## config.mk

```make
export PLATFORM = sky130hd
export DESIGN_NAME = instruction_fetch_unit
export DESIGN_NICKNAME = d
export VERILOG_FILES = /design/src/rtl/instruction_fetch_unit.sv
export SDC_FILE = /design/constraint.sdc
export NUM_CORES = 1
export LEC_CHECK = 0
export ABC_AREA = 1
export CELL_PAD_IN_SITES_DETAIL_PLACEMENT = 1
export CELL_PAD_IN_SITES_GLOBAL_PLACEMENT = 2
export CORE_ASPECT_RATIO = 0.9
export CORE_MARGIN = 1.5
export CORE_UTILIZATION = 34
export DETAILED_ROUTE_END_ITERATION = 8
export MAX_ROUTING_LAYER = met4
export PLACE_DENSITY_LB_ADDON = 0.1
export SYNTH_ARGS = -nofsm -noshare
export SYNTH_HDL_FRONTEND = slang
export SYNTH_SLANG_ARGS = --single-unit
```

## constraint.sdc

```tcl
create_clock -name clk -period 2.4 [get_ports clk]
set_input_delay 0.36 -clock clk [delete_from_list [all_inputs] [get_ports clk]]
set_output_delay 0.36 -clock clk [all_outputs]
set_load 0.02 [all_outputs]
```

## src/rtl/instruction_fetch_unit.sv

```systemverilog
// Fetch front end: owns the fetch PC, one outstanding imem read, FIFO_DEPTH-entry instruction buffer.
// Latency: a word acked at edge N is at the buffer head (instr_valid=1) from edge N.
// Backpressure: a new request issues only while the buffer will have room; redirects flush it.
// IFU_ALIGN_CHECK_EN: misaligned redirect sets sticky align_err and halts fetch.

module ifu_fifo #(
    parameter int W     = 64,
    parameter int DEPTH = 4
) (
    input  logic                   clk,
    input  logic                   rst_n,
    input  logic                   flush,
    input  logic                   push_vld,
    input  logic [W-1:0]           push_dat,
    input  logic                   pop_rdy,
    output logic                   head_vld,
    output logic [W-1:0]           head_dat,
    output logic [$clog2(DEPTH):0] count
);
    localparam int AW = $clog2(DEPTH);
    localparam int CW = AW + 1;

    logic [W-1:0]  mem [DEPTH];
    logic [AW-1:0] wr_ptr;
    logic [AW-1:0] rd_ptr;
    logic          pop;

    assign head_vld = (count != '0);
    assign head_dat = mem[rd_ptr];
    assign pop      = pop_rdy & head_vld;

    always_ff @(posedge clk or negedge rst_n) begin
        if (!rst_n) begin
            wr_ptr <= '0;
            rd_ptr <= '0;
            count  <= '0;
            for (int i = 0; i < DEPTH; i++) mem[i] <= '0;
        end else if (flush) begin
            wr_ptr <= '0;
            rd_ptr <= '0;
            count  <= '0;
        end else begin
            if (push_vld) begin
                mem[wr_ptr] <= push_dat;
                wr_ptr      <= wr_ptr + AW'(1);
            end
            if (pop) rd_ptr <= rd_ptr + AW'(1);
            count <= count + CW'(push_vld) - CW'(pop);
        end
    end
endmodule

module instruction_fetch_unit #(
    parameter logic [31:0] RESET_PC   = 32'h0000_0000,
    parameter int          FIFO_DEPTH = 4
) (
    input  logic        clk,
    input  logic        reset,
    output logic        imem_req,
    output logic [31:0] imem_addr,
    input  logic        imem_ack,
    input  logic [31:0] imem_rdata,
    input  logic        redirect,
    input  logic [31:0] redirect_pc,
    output logic        instr_valid,
    input  logic        instr_ready,
    output logic [31:0] instr,
    output logic [31:0] instr_pc,
    output logic        align_err
);
    localparam int             CW      = $clog2(FIFO_DEPTH) + 1;
    localparam logic [CW-1:0]  DEPTH_C = CW'(FIFO_DEPTH);

    typedef enum logic [1:0] {S_FETCH, S_DISCARD, S_HALT} state_t;

    state_t        state, state_d;
    logic [31:0]   fetch_pc, pc_d, addr_d, tgt_pc;
    logic          req_d, push, pop, flush, xfer, waiting;
    logic          misalign, halt_pend, halt_pend_d;
    logic [CW-1:0] count, count_next;
    logic [63:0]   head_dat;

    assign xfer    = imem_req & imem_ack;
    assign waiting = imem_req & ~imem_ack;
    assign pop     = instr_valid & instr_ready;
    assign tgt_pc  = redirect_pc & 32'hFFFF_FFFC;

`ifdef IFU_ALIGN_CHECK_EN
    assign misalign = redirect & (state != S_HALT) & (redirect_pc[1:0] != 2'b00);
`else
    assign misalign = 1'b0;
`endif

    always_ff @(posedge clk or negedge reset) begin
        if (!reset) state <= S_FETCH;
        else        state <= state_d;
    end

    always_comb begin
        state_d = state;
        case (state)
            S_FETCH: begin
                if (redirect) begin
                    if (waiting)       state_d = S_DISCARD;
                    else if (misalign) state_d = S_HALT;
                end
            end
            // imem_req is always high here: the stale response is still owed
            S_DISCARD: if (imem_ack) state_d = halt_pend_d ? S_HALT : S_FETCH;
            S_HALT:    state_d = S_HALT;
            default:   state_d = S_FETCH;
        endcase
    end

    always_comb begin
        push        = 1'b0;
        flush       = 1'b0;
        pc_d        = fetch_pc;
        req_d       = imem_req;
        addr_d      = imem_addr;
        halt_pend_d = halt_pend | misalign;
        count_next  = count;
        case (state)
            S_FETCH: begin
                if (redirect) begin
                    flush = 1'b1;
                    pc_d  = tgt_pc;
                    if (!waiting) begin
                        req_d  = ~misalign;
                        addr_d = tgt_pc;
                    end
                end else begin
                    push = xfer;
                    if (xfer) pc_d = fetch_pc + 32'd4;
                    count_next = count + CW'(push) - CW'(pop);
                    if (!waiting) begin
                        req_d  = (count_next < DEPTH_C);
                        addr_d = pc_d;
                    end
                end
            end
            S_DISCARD: begin
                flush = redirect;
                if (redirect) pc_d = tgt_pc;
                if (imem_ack) begin
                    req_d  = ~halt_pend_d;
                    addr_d = pc_d;
                end
            end
            default: begin
                flush = 1'b1;
                req_d = 1'b0;
            end
        endcase
    end

    always_ff @(posedge clk or negedge reset) begin
        if (!reset) begin
            fetch_pc  <= RESET_PC;
            imem_req  <= 1'b0;
            imem_addr <= RESET_PC;
            halt_pend <= 1'b0;
        end else begin
            fetch_pc  <= pc_d;
            imem_req  <= req_d;
            imem_addr <= addr_d;
            halt_pend <= halt_pend_d;
        end
    end

`ifdef IFU_ALIGN_CHECK_EN
    always_ff @(posedge clk or negedge reset) begin
        if (!reset) align_err <= 1'b0;
        else        align_err <= align_err | misalign;
    end
`else
    assign align_err = 1'b0;
`endif

    ifu_fifo #(.W(64), .DEPTH(FIFO_DEPTH)) u_fifo (
        .clk      (clk),
        .rst_n    (reset),
        .flush    (flush),
        .push_vld (push),
        .push_dat ({imem_addr, imem_rdata}),
        .pop_rdy  (pop),
        .head_vld (instr_valid),
        .head_dat (head_dat),
        .count    (count)
    );

    assign instr_pc = head_dat[63:32];
    assign instr    = head_dat[31:0];
endmodule

```

==> results of run 1 <==
## per-stage QoR
stage                     total power [mW]  TNS [ns]  hold WS, ns  setup slack [ns]  std cells
final                                 22.6  -0.00446        0.335          -0.00446       2626
after global routing                  24.2    -0.457        0.344           -0.0908       2626
after CTS                             23.1    -0.268        0.305           -0.0508       2625
after detailed placement              17.2         0        0.388            0.0810       2555
after global placement                17.0         0        0.391             0.118       2555
after floorplan                       13.1         0       0.0644             0.381       1861
## kinds of logic after synthesis
family | count (synthesis) | share of synthesized area
AND/OR/NAND/NOR | 766 | 0.205
other | 1 | 0.000246
XOR/XNOR | 2 | 0.00115
AO/OA/AOI/OAI | 517 | 0.177
multiplexers | 2 | 0.00131
adder cells (fa/ha/maj) | 9 | 0.00788
buffers and inverters | 234 | 0.0663
flip-flops | 330 | 0.542
## final cells by class
cell class | instances | area [µm²] | share of cell area
sequential | 330 | 8260 | 0.436
multi-input combinational | 1297 | 6030 | 0.318
timing repair buffer | 217 | 2160 | 0.114
clock buffer | 57 | 1170 | 0.0615
tap | 600 | 751 | 0.0396
inverter | 113 | 437 | 0.0230
clock inverter | 12 | 143 | 0.00753
## path summary, 6_finish.rpt
| kind | start | to | slack (ns) | cells after the start |
|---|---|---|---|---|
| setup / recovery | u_fifo.rd_ptr[0] | instr[3] | -0.004 | 4 |
| hold / removal | redirect | u_fifo.rd_ptr[0] | 0.34 | 4 |
| setup reg to reg | u_fifo.count[1] | u_fifo.count[2] | 0.30 | 11 |
| hold reg to reg | u_fifo.mem[104] | u_fifo.mem[104] | 0.48 | 2 |
| max in group asynchronous | reset | u_fifo.mem[84] | 1.28 | 3 |
| min in group asynchronous | reset | u_fifo.mem[201] | 0.41 | 2 |
## flip-flops by register name (all words and copies together), names as in the netlist
| name | cells |
|---|---|
| fetch_pc | 32 |
| u_fifo.count | 3 |
| imem_addr | 32 |
| imem_req | 1 |
| state | 2 |
| u_fifo.wr_ptr | 2 |
| u_fifo.mem | 256 |
| u_fifo.rd_ptr | 2 |
## power by group
| part | internal (mW) | total [mW] | switching [mW] |
|---|---|---|---|
| Combinational | 3.04 | 8.13 | 5.10 |
| Sequential | 7.27 | 8.40 | 1.13 |
| Clock | 3.69 | 6.10 | 2.41 |
## placed cells by master, fill, tap and decap left out, drive strengths merged, types with 52 or more instances in the layout
master,count
o21ai,438
clkbuf,73
nor2,188
inv,113
dfrtp,330
nand2,510
nand3,52
o22ai,67
buf,93
clkdlybuf4s50,98
## layer usage
layer	vias up	wire [µm]	track usage
met4	0	808	0.0493
met2	200	22300	0.348
met5	-	0	-
met3	56	1750	0.0346
met1	6423	23000	0.298
li1	6400	-	-
## worst min-delay path: cells and delay by family
family,cells,cell delay [ns]
simple gates,2,0.16
compound gates,1,0.04
buf+inv,1,0.27
## what timing repair did
action                                 CTS  global route
pin swaps                                7             7
cloned                                   0             1
gates resized for setup                191            63
setup endpoints to repair               63            47
endpoints found under the hold margin   56             0
hold buffers                             1             0
==> flow_metrics.env, run 1 <==
export IMPL_dp_hpwl_um=30800
export IMPL_synth_seq_area_share=0.542
export IMPL_end_kind="output port"
export IMPL_routabilityCongestion=0.826
export IMPL_slew_viol_final=0
export IMPL_detail_route_antenna_nets=0
export IMPL_cts_tree="yes"
export IMPL_critPathBufInv=2
export IMPL_powerDensity_nw_per_um2=1190
export IMPL_synthesis_area_um2=15200
export IMPL_grt_pass1_vias=13700
export IMPL_synthArstFlopShare=1.00
export IMPL_max_stage_delay_ns=0.52
export IMPL_fin_crit_sh=1.00
export IMPL_drt_first_iter_violations=803
export IMPL_fin_util=0.429
export IMPL_worst_pin_slew_ns=0.613
export IMPL_crit_path_start_kind="flip-flop"
export IMPL_synth_commonest_cells="502 x nand2_1, 330 x dfrtp_1, 270 x o21ai_1"
export IMPL_grt_max_degree=111
export IMPL_synth_ff_latch_count=330
export IMPL_syn_instance_count=1861
export IMPL_vias_per_cell=4.98
export IMPL_clock_path_buffers=3
export IMPL_violations="negative setup slack"
export IMPL_antenna_found_initial=0
export IMPL_area_delta_synth_final_pct=24.4
export IMPL_worstHoldPathType="in2reg"
export IMPL_synth_most_common_cell="nand2_1"
export IMPL_ir_worst_vdd_mv=0.466
export IMPL_relSlewSlack=0.591
export IMPL_cp_slowest_cell="dfrtp_4"
export IMPL_htree_levels=2
export IMPL_vias=13100
export IMPL_setup_viol=1
export IMPL_grt_pass1_wl_um=77300
export IMPL_ys_flop_type="dfrtp_1"
export IMPL_die_h_um=204
export IMPL_root_buffer="clkbuf_16"
export IMPL_synth_edf_count=0
export IMPL_cts_made_buffers=39
export IMPL_ios=168
export IMPL_num_fill_cells=5302
export IMPL_path_cells="buf_4, o21ai_0, o22ai_1, dlygate4sd2_1"
export IMPL_die_area_um2=46100
export IMPL_rows=73
export IMPL_drtPass1Iterations=5
export IMPL_synthesis_nets=1939
export IMPL_synthDistinctLibCells=38
export IMPL_yosysTopAreaCellShare=0.542
export IMPL_syn_area_per_cell_um2=8.19
export IMPL_setup_slack_ns=-0.00446
export IMPL_cp_top_family="buffers and inverters"
export IMPL_fin_nets=2076
export IMPL_yosysWarnings=0
export IMPL_track_usage=0.220
export IMPL_period_needed_ns=2.40
export IMPL_p_leak_nw=8.95
export IMPL_place_area_um2=17800
export IMPL_layout_drive_gt1_share=0.110
export IMPL_core_area_um2=44200
export IMPL_hold_viol=0
export IMPL_fin_area_um2=18900
export IMPL_initial_core_util=0.345
export IMPL_rsz0062_at_grt="true"
export IMPL_cts_setup_buffers=0
export IMPL_die_w_um=226
export IMPL_max_freq_ghz=0.416
export IMPL_drt_wl_total_um=47800
export IMPL_clkSinkCount=330
export IMPL_drc=0
export IMPL_path_max_fanout=22
export IMPL_worstSetupPathType="reg2out"
export IMPL_cp_arrival_ns=2.04
export IMPL_yosysTopAreaCell="dfrtp_1"
export IMPL_clock_skew_ns=0.0156
export IMPL_synth_area_leaders="dfrtp_1 54%, nand2_1 12%, o21ai_1 8.9%"
export IMPL_status="complete, but fails checks"
export IMPL_clk_pin_slew_ns=0.06
export IMPL_insertedDiodeCount=0
export IMPL_io_buffers=164
export IMPL_crit_required_ns=2.04
export IMPL_worstSkewPairLatency_ns=0.55
export IMPL_grt_overflow_total=0
export IMPL_wire_per_inst_um=18.2
export IMPL_cap_violations=0
No activity file was read; power rests on OpenSTA's default activity.
==> run 2: changes to the inputs <==
==> constraint.sdc (replaced) <==
create_clock -name clk -period 2.26 [get_ports clk]
set_input_delay 0.452 -clock clk [delete_from_list [all_inputs] [get_ports clk]]
set_output_delay 0.452 -clock clk [all_outputs]
set_load 0.02 [all_outputs]
==> flow_metrics.env, run 2 (synthesized netlist as in run 1, its figures left out) <==
export IMPL_detail_route_antenna_nets=0
export IMPL_fin_setup_tns_ns=-5.14
export IMPL_initial_core_util=0.345
export IMPL_drt_wl_total_um=49300
export IMPL_violations="negative setup slack"
export IMPL_path_max_fanout=15
export IMPL_fin_util=0.454
export IMPL_rsz0062_at_grt="true"
export IMPL_rr_worst_depth=11
export IMPL_grt_overflow_total=0
export IMPL_p_leak_nw=9.45
export IMPL_routabilityCongestion=0.824
export IMPL_fin_crit_sh=1.08
export IMPL_max_stage_delay_ns=0.57
export IMPL_clkSinkCount=330
export IMPL_setup_viol=63
export IMPL_root_buffer="clkbuf_16"
export IMPL_worst_pin_slew_ns=0.721
export IMPL_worstSetupPathType="reg2out"
export IMPL_clock_skew_ns=0.0115
export IMPL_cts_tree="yes"
export IMPL_grt_pass1_vias=14000
export IMPL_fin_area_um2=20100
export IMPL_top_regs="u_fifo.mem x256, fetch_pc x32, imem_addr x32"
export IMPL_final_cells=2677
export IMPL_largest_reg_flops=256
export IMPL_slew_viol_final=0
export IMPL_crit_required_ns=1.81
export IMPL_area_delta_synth_final_pct=31.8
export IMPL_vias_per_cell=4.98
export IMPL_drtPass1Iterations=5
export IMPL_drt_first_iter_violations=689
export IMPL_num_fill_cells=5204
export IMPL_cts_made_buffers=39
export IMPL_clock_path_buffers=3
export IMPL_crit_path_frequent_cell="buf_4"
export IMPL_placed_cells=2589
export IMPL_status="complete, but fails checks"
export IMPL_place_area_um2=18200
export IMPL_relSlewSlack=0.519
export IMPL_worstSkewPairLatency_ns=0.55
export IMPL_powerDensity_nw_per_um2=1270
export IMPL_cp_top_family="buffers and inverters"
export IMPL_ios=168
export IMPL_clk_pin_slew_ns=0.06
export IMPL_fin_nets=2128
export IMPL_cap_violations=0
export IMPL_path_cells="buf_8, buf_12, o21ai_2, o22ai_1, buf_4, buf_4"
export IMPL_ir_worst_vdd_mv=0.465
export IMPL_layout_commonest_cell="nand2_1"
export IMPL_insertedDiodeCount=0
export IMPL_r2r_start="u_fifo.count[1]"
export IMPL_core_area_um2=44200
export IMPL_setup_slack_ns=-0.176
export IMPL_wire_per_inst_um=18.4
export IMPL_grt_max_degree=79
export IMPL_layout_drive_gt1_share=0.157
export IMPL_vias=13300
export IMPL_crit_path_start_kind="flip-flop"
export IMPL_r2r_end="u_fifo.count[2]"
export IMPL_end_kind="output port"
export IMPL_grt_pass1_wl_um=78700
export IMPL_dp_hpwl_um=31700
export IMPL_drc=0
export IMPL_r2r_slack_ns=0.13
export IMPL_rows=73
export IMPL_htree_levels=2
export IMPL_antenna_found_initial=0
export IMPL_hold_viol=0
export IMPL_cp_arrival_ns=1.98
export IMPL_critPathBufInv=4
export IMPL_total_power_mw=25.6
export IMPL_max_freq_ghz=0.410
export IMPL_final_cell_mix="497 x nand2_1, 327 x o21ai_1, 327 x dfrtp_1"
export IMPL_cp_slowest_cell="dfrtp_4"
export IMPL_die_area_um2=46100
export IMPL_worstHoldPathType="in2async"
export IMPL_io_buffers=164
export IMPL_period_needed_ns=2.44
export IMPL_regMostFlops="u_fifo.mem"
export IMPL_die_h_um=204
export IMPL_die_w_um=226
export IMPL_track_usage=0.224
run 2: cell types whose count changed in the layout (fill, tap and decap cells not counted), sizes merged:
cell           previous run  this run
clkdlybuf4s15             8         0
clkbuf                   73        64
bufinv                    3         1
buf                      93       163
clkinvlp                  3         0
bufbuf                    0         1
clkdlybuf4s50            98        97
clkinv                    6         9
run 2: what timing repair did:
item | CTS | global route
setup buffers | 5 | 4
setup endpoints to repair | 65 | 66
hold buffers | 1 | 0
cloned | 4 | 6
resized for setup | 373 | 125
pin swaps | 17 | 25
hold endpoints to repair | 29 | 0
run 2: where the power goes:
part | internal, mW | switching (mW)
logic | 4.51 | 5.84
registers | 7.72 | 1.33
clock network | 3.65 | 2.54
run 2: worst max-delay path by stage:
stage,slack [ns],start,to,cells past startpoint
after floorplan,0.24,u_fifo.count[1],u_fifo.count[2],11
after global placement,-0.14,instr_ready,u_fifo.count[2],10
after detailed placement,-0.12,instr_ready,u_fifo.count[2],10
after CTS,-0.20,u_fifo.rd_ptr[0],instr_pc[10],6
after global routing,-0.23,u_fifo.rd_ptr[0],instr[2],5
final,-0.18,u_fifo.rd_ptr[0],instr_pc[16],6
run 2: routing by layer:
layer,part of all wire,GRT usage,up-vias
li1,-,-,6508
met1,0.47,0.298,6570
met2,0.47,0.359,191
met3,0.032,0.0357,74
met4,0.023,0.0555,0
met5,0,-,-
run 2: stage by stage:
step	worst slack (ns)	hold slack, ns
6_report	-0.176	0.373
5_1_grt	-0.233	0.375
4_1_cts	-0.203	0.360
3_5_place_dp	-0.123	0.359
3_3_place_gp	-0.142	0.361
2_1_floorplan	0.241	0.156
run 2: final cells by class:
class / count / area (µm²) / area share
Timing Repair Buffer: 268 / 3090 / 0.154
Multi-Input combinational cell: 1297 / 6290 / 0.313
Timing Repair inverter: 1 / 8.76 / 0.000436
Clock inverter: 9 / 70.1 / 0.00349
Sequential cell: 330 / 8260 / 0.411
Tap cell: 600 / 751 / 0.0374
Clock buffer: 59 / 1160 / 0.0579
Inverter: 113 / 447 / 0.0222
==> run 3: changes to the inputs <==
ABC_AREA = not set   (was 1)
CORE_UTILIZATION = 40   (was 34)
==> flow_metrics.env, run 3 <==
export IMPL_violations="negative setup slack"
export IMPL_grt_pass1_wl_um=65200
export IMPL_crit_required_ns=1.81
export IMPL_clk_pin_slew_ns=0.06
export IMPL_max_freq_ghz=0.396
export IMPL_crit_path_frequent_cell="buf_12"
export IMPL_ir_worst_vdd_mv=0.510
export IMPL_total_power_mw=25.6
export IMPL_crit_path_start_kind="flip-flop"
export IMPL_yosysWarnings=0
export IMPL_fin_util=0.529
export IMPL_cts_made_buffers=38
export IMPL_die_area_um2=39500
export IMPL_end_kind="output port"
export IMPL_largest_reg_flops=256
export IMPL_die_h_um=189
export IMPL_synth_area_leaders="dfrtp_1 54%, mux2_2 18%, mux4_2 9.4%"
export IMPL_whs_path_depth=3
export IMPL_core_area_um2=37500
export IMPL_regMostFlops="u_fifo.mem"
export IMPL_r2r_slack_ns=0.11
export IMPL_cap_violations=0
export IMPL_worstHoldPathType="in2reg"
export IMPL_grt_overflow_total=0
export IMPL_fin_nets=1399
export IMPL_synthesis_nets=1173
export IMPL_fin_crit_sh=1.12
export IMPL_clock_path_buffers=3
export IMPL_root_buffer="clkbuf_16"
export IMPL_cts_tree="yes"
export IMPL_powerDensity_nw_per_um2=1290
export IMPL_synth_commonest_cells="330 x dfrtp_1, 251 x mux2_2, 64 x mux4_2"
export IMPL_rr_worst_depth=9
export IMPL_initial_core_util=0.409
export IMPL_path_cells="buf_12, buf_12, buf_16, mux4_2, buf_6"
export IMPL_synth_edf_count=0
export IMPL_rows=67
export IMPL_syn_area_per_cell_um2=14.0
export IMPL_synthDistinctLibCells=57
export IMPL_drt_first_iter_violations=377
export IMPL_vias_per_cell=5.46
export IMPL_io_buffers=164
export IMPL_place_area_um2=18100
export IMPL_grt_pass1_vias=10800
export IMPL_track_usage=0.217
export IMPL_clock_skew_ns=0.0192
export IMPL_synth_seq_area_share=0.539
export IMPL_status="complete, but fails checks"
export IMPL_cp_arrival_ns=2.07
export IMPL_yosysTopAreaCell="dfrtp_1"
export IMPL_rsz0062_at_grt="true"
export IMPL_final_cell_mix="326 x dfrtp_1, 251 x mux2_2, 97 x clkdlybuf4s50_1"
export IMPL_fin_setup_tns_ns=-12.38
export IMPL_clkSinkCount=330
export IMPL_worstSkewPairLatency_ns=0.53
export IMPL_r2r_start="u_fifo.count[0]"
export IMPL_top_regs="u_fifo.mem x256, fetch_pc x32, imem_addr x32"
export IMPL_cp_slowest_cell="dfrtp_4"
export IMPL_ys_flop_type="dfrtp_1"
export IMPL_detail_route_antenna_nets=0
export IMPL_drt_wl_total_um=39900
export IMPL_setup_viol=64
export IMPL_synth_ff_latch_count=330
export IMPL_die_w_um=209
export IMPL_routabilityCongestion=0.750
export IMPL_relSlewSlack=0.556
export IMPL_max_stage_delay_ns=0.52
export IMPL_p_leak_nw=8.95
export IMPL_ios=168
export IMPL_synthesis_area_um2=15300
export IMPL_antenna_found_initial=2
export IMPL_hold_path_endpoint="state[0]"
export IMPL_worst_pin_slew_ns=0.665
export IMPL_yosysTopAreaCellShare=0.539
export IMPL_area_delta_synth_final_pct=29.5
export IMPL_critPathLaunch="u_fifo.rd_ptr[0]"
export IMPL_r2r_end="u_fifo.count[2]"
export IMPL_dp_hpwl_um=25900
export IMPL_period_needed_ns=2.52
export IMPL_vias=10000
export IMPL_path_max_fanout=4
export IMPL_hold_viol=0
export IMPL_synth_most_common_cell="dfrtp_1"
export IMPL_fin_area_um2=19800
export IMPL_htree_levels=2
export IMPL_setup_slack_ns=-0.262
export IMPL_synthArstFlopShare=1.00
export IMPL_min_from="redirect"
export IMPL_syn_instance_count=1095
export IMPL_layout_drive_gt1_share=0.413
export IMPL_wire_per_inst_um=21.8
export IMPL_slew_viol_final=0
export IMPL_drtPass1Iterations=4
export IMPL_grt_max_degree=70
export IMPL_layout_commonest_cell="dfrtp_1"
export IMPL_drc=0
export IMPL_worstSetupPathType="reg2out"
[run 3: cell types whose count changed in the layout (fill, tap and decap cells not counted), sizes merged, moves of 14 or more]
cell / change
a21oi: +14
inv: -86
mux2: +270
mux2i: +24
mux4: +64
nand2: -452
nand3: -33
nor2: -161
o21ai: -399
o22a: +18
o22ai: -64
[run 3: what timing repair did]
item                                    CTS  global route
endpoints found under the setup margin   65            82
buffers inserted                         12             2
endpoints found under the hold margin    57             0
hold buffers                              1             0
resized for setup                       381            22
gates cloned                              5             0
pin swaps                                 0             3
[run 3: logic make-up (layout without fill, tap and decap cells)]
| kind of cell | Yosys count | in the layout | share of synthesized area |
|---|---|---|---|
| buf+inv | 96 | 351 | 0.0268 |
| mux | 360 | 360 | 0.310 |
| xor+xnor | 9 | 9 | 0.00515 |
| compound gates | 119 | 119 | 0.0517 |
| fa+ha+maj | 9 | 9 | 0.00785 |
| simple gates | 171 | 171 | 0.0592 |
| flops | 330 | 330 | 0.539 |
| other cells | 1 | 3 | 0.000245 |
[run 3: worst max path at each step]
stage	end	slack [ns]	cells after the start
floorplan	u_fifo.count[2]	0.04	9
global placement	imem_addr[29]	-0.28	8
detailed placement	fetch_pc[29]	-0.28	8
CTS	instr_pc[18]	-0.30	5
global route	instr_pc[16]	-0.33	5
finish	instr_pc[18]	-0.26	5
[run 3: final cells by class]
cell class / count / area (µm²)
well taps: 483 / 604
fillers: 3596 / 17700
inverters: 25 / 93.8
flip-flops and latches: 330 / 8270
clock buffers: 58 / 1150
repair buffers: 257 / 2900
multi-input cells: 669 / 6680
diodes: 2 / 5.00
clock inverters: 11 / 123
[run 3: layer usage]
layer | global-route usage | part of all wire | vias to the layer above | wire [µm]
li1 | - | - | 4514 | -
met1 | 0.291 | 0.46 | 5312 | 18400
met2 | 0.354 | 0.49 | 140 | 19600
met3 | 0.0338 | 0.033 | 44 | 1330
met4 | 0.0399 | 0.013 | 0 | 534
met5 | - | 0 | - | 0
[run 3: through the flow]
step | hold slack, ns | instances | setup WS [ns]
after detailed placement | 0.474 | 1744 | -0.284
final | 0.317 | 1835 | -0.262
after CTS | 0.305 | 1831 | -0.301
after floorplan | 0.156 | 1095 | 0.0419
after global routing | 0.324 | 1835 | -0.328
after global placement | 0.469 | 1744 | -0.278
[run 3: critical path: cells and delay by family (launching register included)]
family,cells,cell delay [ns]
buffers and inverters,4,0.58
flip-flops,1,0.52
multiplexers,1,0.43
[run 3: power by group]
part | total, mW | internal [mW] | switching, mW | leakage (nW)
combinational | 10.0 | 5.73 | 4.28 | 4.11
sequential | 9.34 | 7.99 | 1.35 | 4.21
clock | 6.24 | 3.75 | 2.50 | 0.625
total | 25.6 | 17.5 | 8.12 | 8.95
==> variant (flow settings as in run 1) <==
Encoding of `state_t`: now one-hot (3 bits for 3 states).
--- a/src/rtl/instruction_fetch_unit.sv
+++ b/src/rtl/instruction_fetch_unit.sv
@@ -73,3 +73,3 @@
 
-    typedef enum logic [1:0] {S_FETCH, S_DISCARD, S_HALT} state_t;
+    typedef enum logic [2:0] {S_FETCH = 3'b001, S_DISCARD = 3'b010, S_HALT = 3'b100} state_t;
 
Formal check against the unedited RTL: no difference found for any inputs over 4 cycles, from zero or initial values and one cycle with reset low; so few cycles prove little.
==> variant against run 1 <==
- count of clock-buffer cells in the layout rose by 6
- area after synthesis rose by 0.79%
- total power fell by 1.5%
- cell count rose by 0.46%
- routed wire length rose by 0.24%
- non-clock buffer count rose by 5
- setup slack improved by 0.066 ns
- register-to-register slack improved by 0.09 ns
- sequential cell count rose by 1
- global-route usage fell by 0.11 points
- design area rose by 0.46%
- die area rose by 0.78%
- critical endpoint is now instr_pc[26]
- largest power group unchanged
- highest routed layer unchanged
==> variant: results (changes against run 1) <==
Crit Path Max Fanout 24 (+9.1%); DRT Pass-1 Iters 5 (unchanged); root buf cell clkbuf_16; DR vias 13032 (-0.36%); post-synthesis cell type count 38 (unchanged); Worst Hold Depth 2 (-2); Critical R2R Capture u_fifo.count[2]$_DFF_PN0_; Reg-to-Reg Start u_fifo.count[1]$_DFF_PN0_; clock skew 0.0239 ns (+0.00834 ns); DRT iter0 DRCs 738 (-8.1%); Clock Latency Late Sink 0.54 ns; R2R Setup Slk 0.39 ns (+0.09 ns); vias in the first global route 13555 (-1.3%); Hold Crit Class primary input to flop; Max Root-Sink Buffers 3 (unchanged); H-tree Lvls 2 (unchanged); pre-CTS worst setup slack 0.112 ns (+0.0307 ns); first-pass GRT wire length 77300 microns (about the same); DP Wirelength 31500 microns (+2.3%); clk slew on worst S/H paths 0.06 ns (about the same); total CTS buffers 41 (+5.1%); Synth Instances 1861 (unchanged); Max IR drop VDD 596 uV (+28%); ANT cells 0 (unchanged); GRT Resource Usage Total 21.9% (-0.11 points); Largest regs u_fifo.mem (256), fetch_pc (32), imem_addr (32); Hold Path Origin redirect; Pleak 9.07 nW (+1.4%); ys async rst share 100% (unchanged); Synth warnings 0 (unchanged); largest net degree at the start of global routing 65 (-41%); worst reg2reg path depth 11 (unchanged); wire per inst 18.2 microns (-0.22%); Port-buffer cells 164 (unchanged); worst hold path endpoint fetch_pc[0]$_DFFE_PN0N_; top cells by count, synth 479 x nand2_1, 330 x dfrtp_1, 290 x o21ai_1; Routability Congestion 0.827 (about the same); layout cells sized above 1 11.1% (+0.13 points); dpl cell area 17800 sq um (about the same); final std cells w/o fill 2638 (+0.46%); Final #Nets 2087 (+0.53%); post-synthesis sequential area ratio 53.9% (-0.25 points); top cells by area, synth dfrtp_1 54%, nand2_1 12%, o21ai_1 9.5%; initial antenna violation count 0 (unchanged); actual slew at the worst max-slew pin 0.549 ns (-0.0641 ns); outcome finished clean; crit path DAT 1.98 ns (-0.06 ns)
## variant: cell types whose count changed after synthesis, sizes merged, moves of 3 or more
cell / before / now
nand2: 510 / 493
nand3: 52 / 34
o211ai: 0 / 5
a21boi: 3 / 0
inv: 113 / 135
o21ai: 438 / 456
nand4: 9 / 13
buf: 81 / 76
nor2: 188 / 179
## variant: cell type report
class | instances | area (sq um)
well taps | 600 | 751
multi-input cells | 1278 | 5920
flip-flops and latches | 331 | 8290
inverters | 135 | 522
clock buffers | 63 | 1260
fillers | 5328 | 25400
clock inverters | 9 | 52.6
repair buffers | 222 | 2240
## variant: layer usage
layer  up-vias  part of all wire (%)  GRT usage, %
li1       6400                     -             -
met1      6405                    49          30.1
met2       176                    47          34.8
met3        51                   3.0          2.83
met4         0                   1.4          4.28
met5         -                     0             -
## variant: critical path, stage by stage, from the launching register on
cell and delay [ns]:
dfrtp_4 0.56, clkinv_8 0.13, buf_12 0.17, nor2_1 0.06, o22ai_1 0.21, clkdlybuf4s15_2 0.30
## variant: through the flow
stage	hold slack, ns	TNS, ns
final	0.219	0
after global routing	0.221	-0.153
after CTS	0.205	-0.125
after detailed placement	0.362	0
after global placement	0.371	0
after floorplan	0.0644	0
## variant: timing repair
action	4_1_cts	5_1_grt
gates resized for setup	240	26
setup endpoints to repair	64	41
gates cloned	2	0
hold buffers	1	0
pin swaps	5	2
endpoints found under the hold margin	50	0
setup buffers	0	1
## variant: logic make-up (layout without fill, tap and decap cells)
| family | count (synthesis) | after routing | synth area share (%) |
|---|---|---|---|
| flip-flops | 331 | 331 | 53.9 |
| buffers and inverters | 252 | 429 | 7.82 |
| other | 1 | 1 | 0.0244 |
| adder cells (fa/ha/maj) | 9 | 9 | 0.782 |
| AO/OA/AOI/OAI | 538 | 538 | 18.2 |
| XOR/XNOR | 2 | 2 | 0.114 |
| AND/OR/NAND/NOR | 727 | 727 | 19.0 |
| multiplexers | 1 | 1 | 0.0652 |
## variant: worst max path at each step
stage / from / to / slack (ns) / cells past startpoint
after floorplan: u_fifo.count[1]$_DFF_PN0_ / u_fifo.count[2]$_DFF_PN0_ / 0.39 / 11
after global placement: instr_ready / u_fifo.count[2]$_DFF_PN0_ / 0.11 / 10
after detailed placement: imem_ack / u_fifo.count[2]$_DFF_PN0_ / 0.11 / 10
after CTS: u_fifo.rd_ptr[0]$_DFFE_PN0P_ / instr[10] / -0.05 / 5
after global routing: u_fifo.rd_ptr[0]$_DFFE_PN0P_ / instr[25] / -0.05 / 5
final: u_fifo.rd_ptr[0]$_DFFE_PN0P_ / instr_pc[26] / 0.06 / 5
## variant: report_power, final
part | total [mW] | internal (mW) | switching (mW)
Combinational | 7.96 | 2.90 | 5.06
Clock | 6.01 | 3.60 | 2.41
Sequential | 8.31 | 7.14 | 1.18
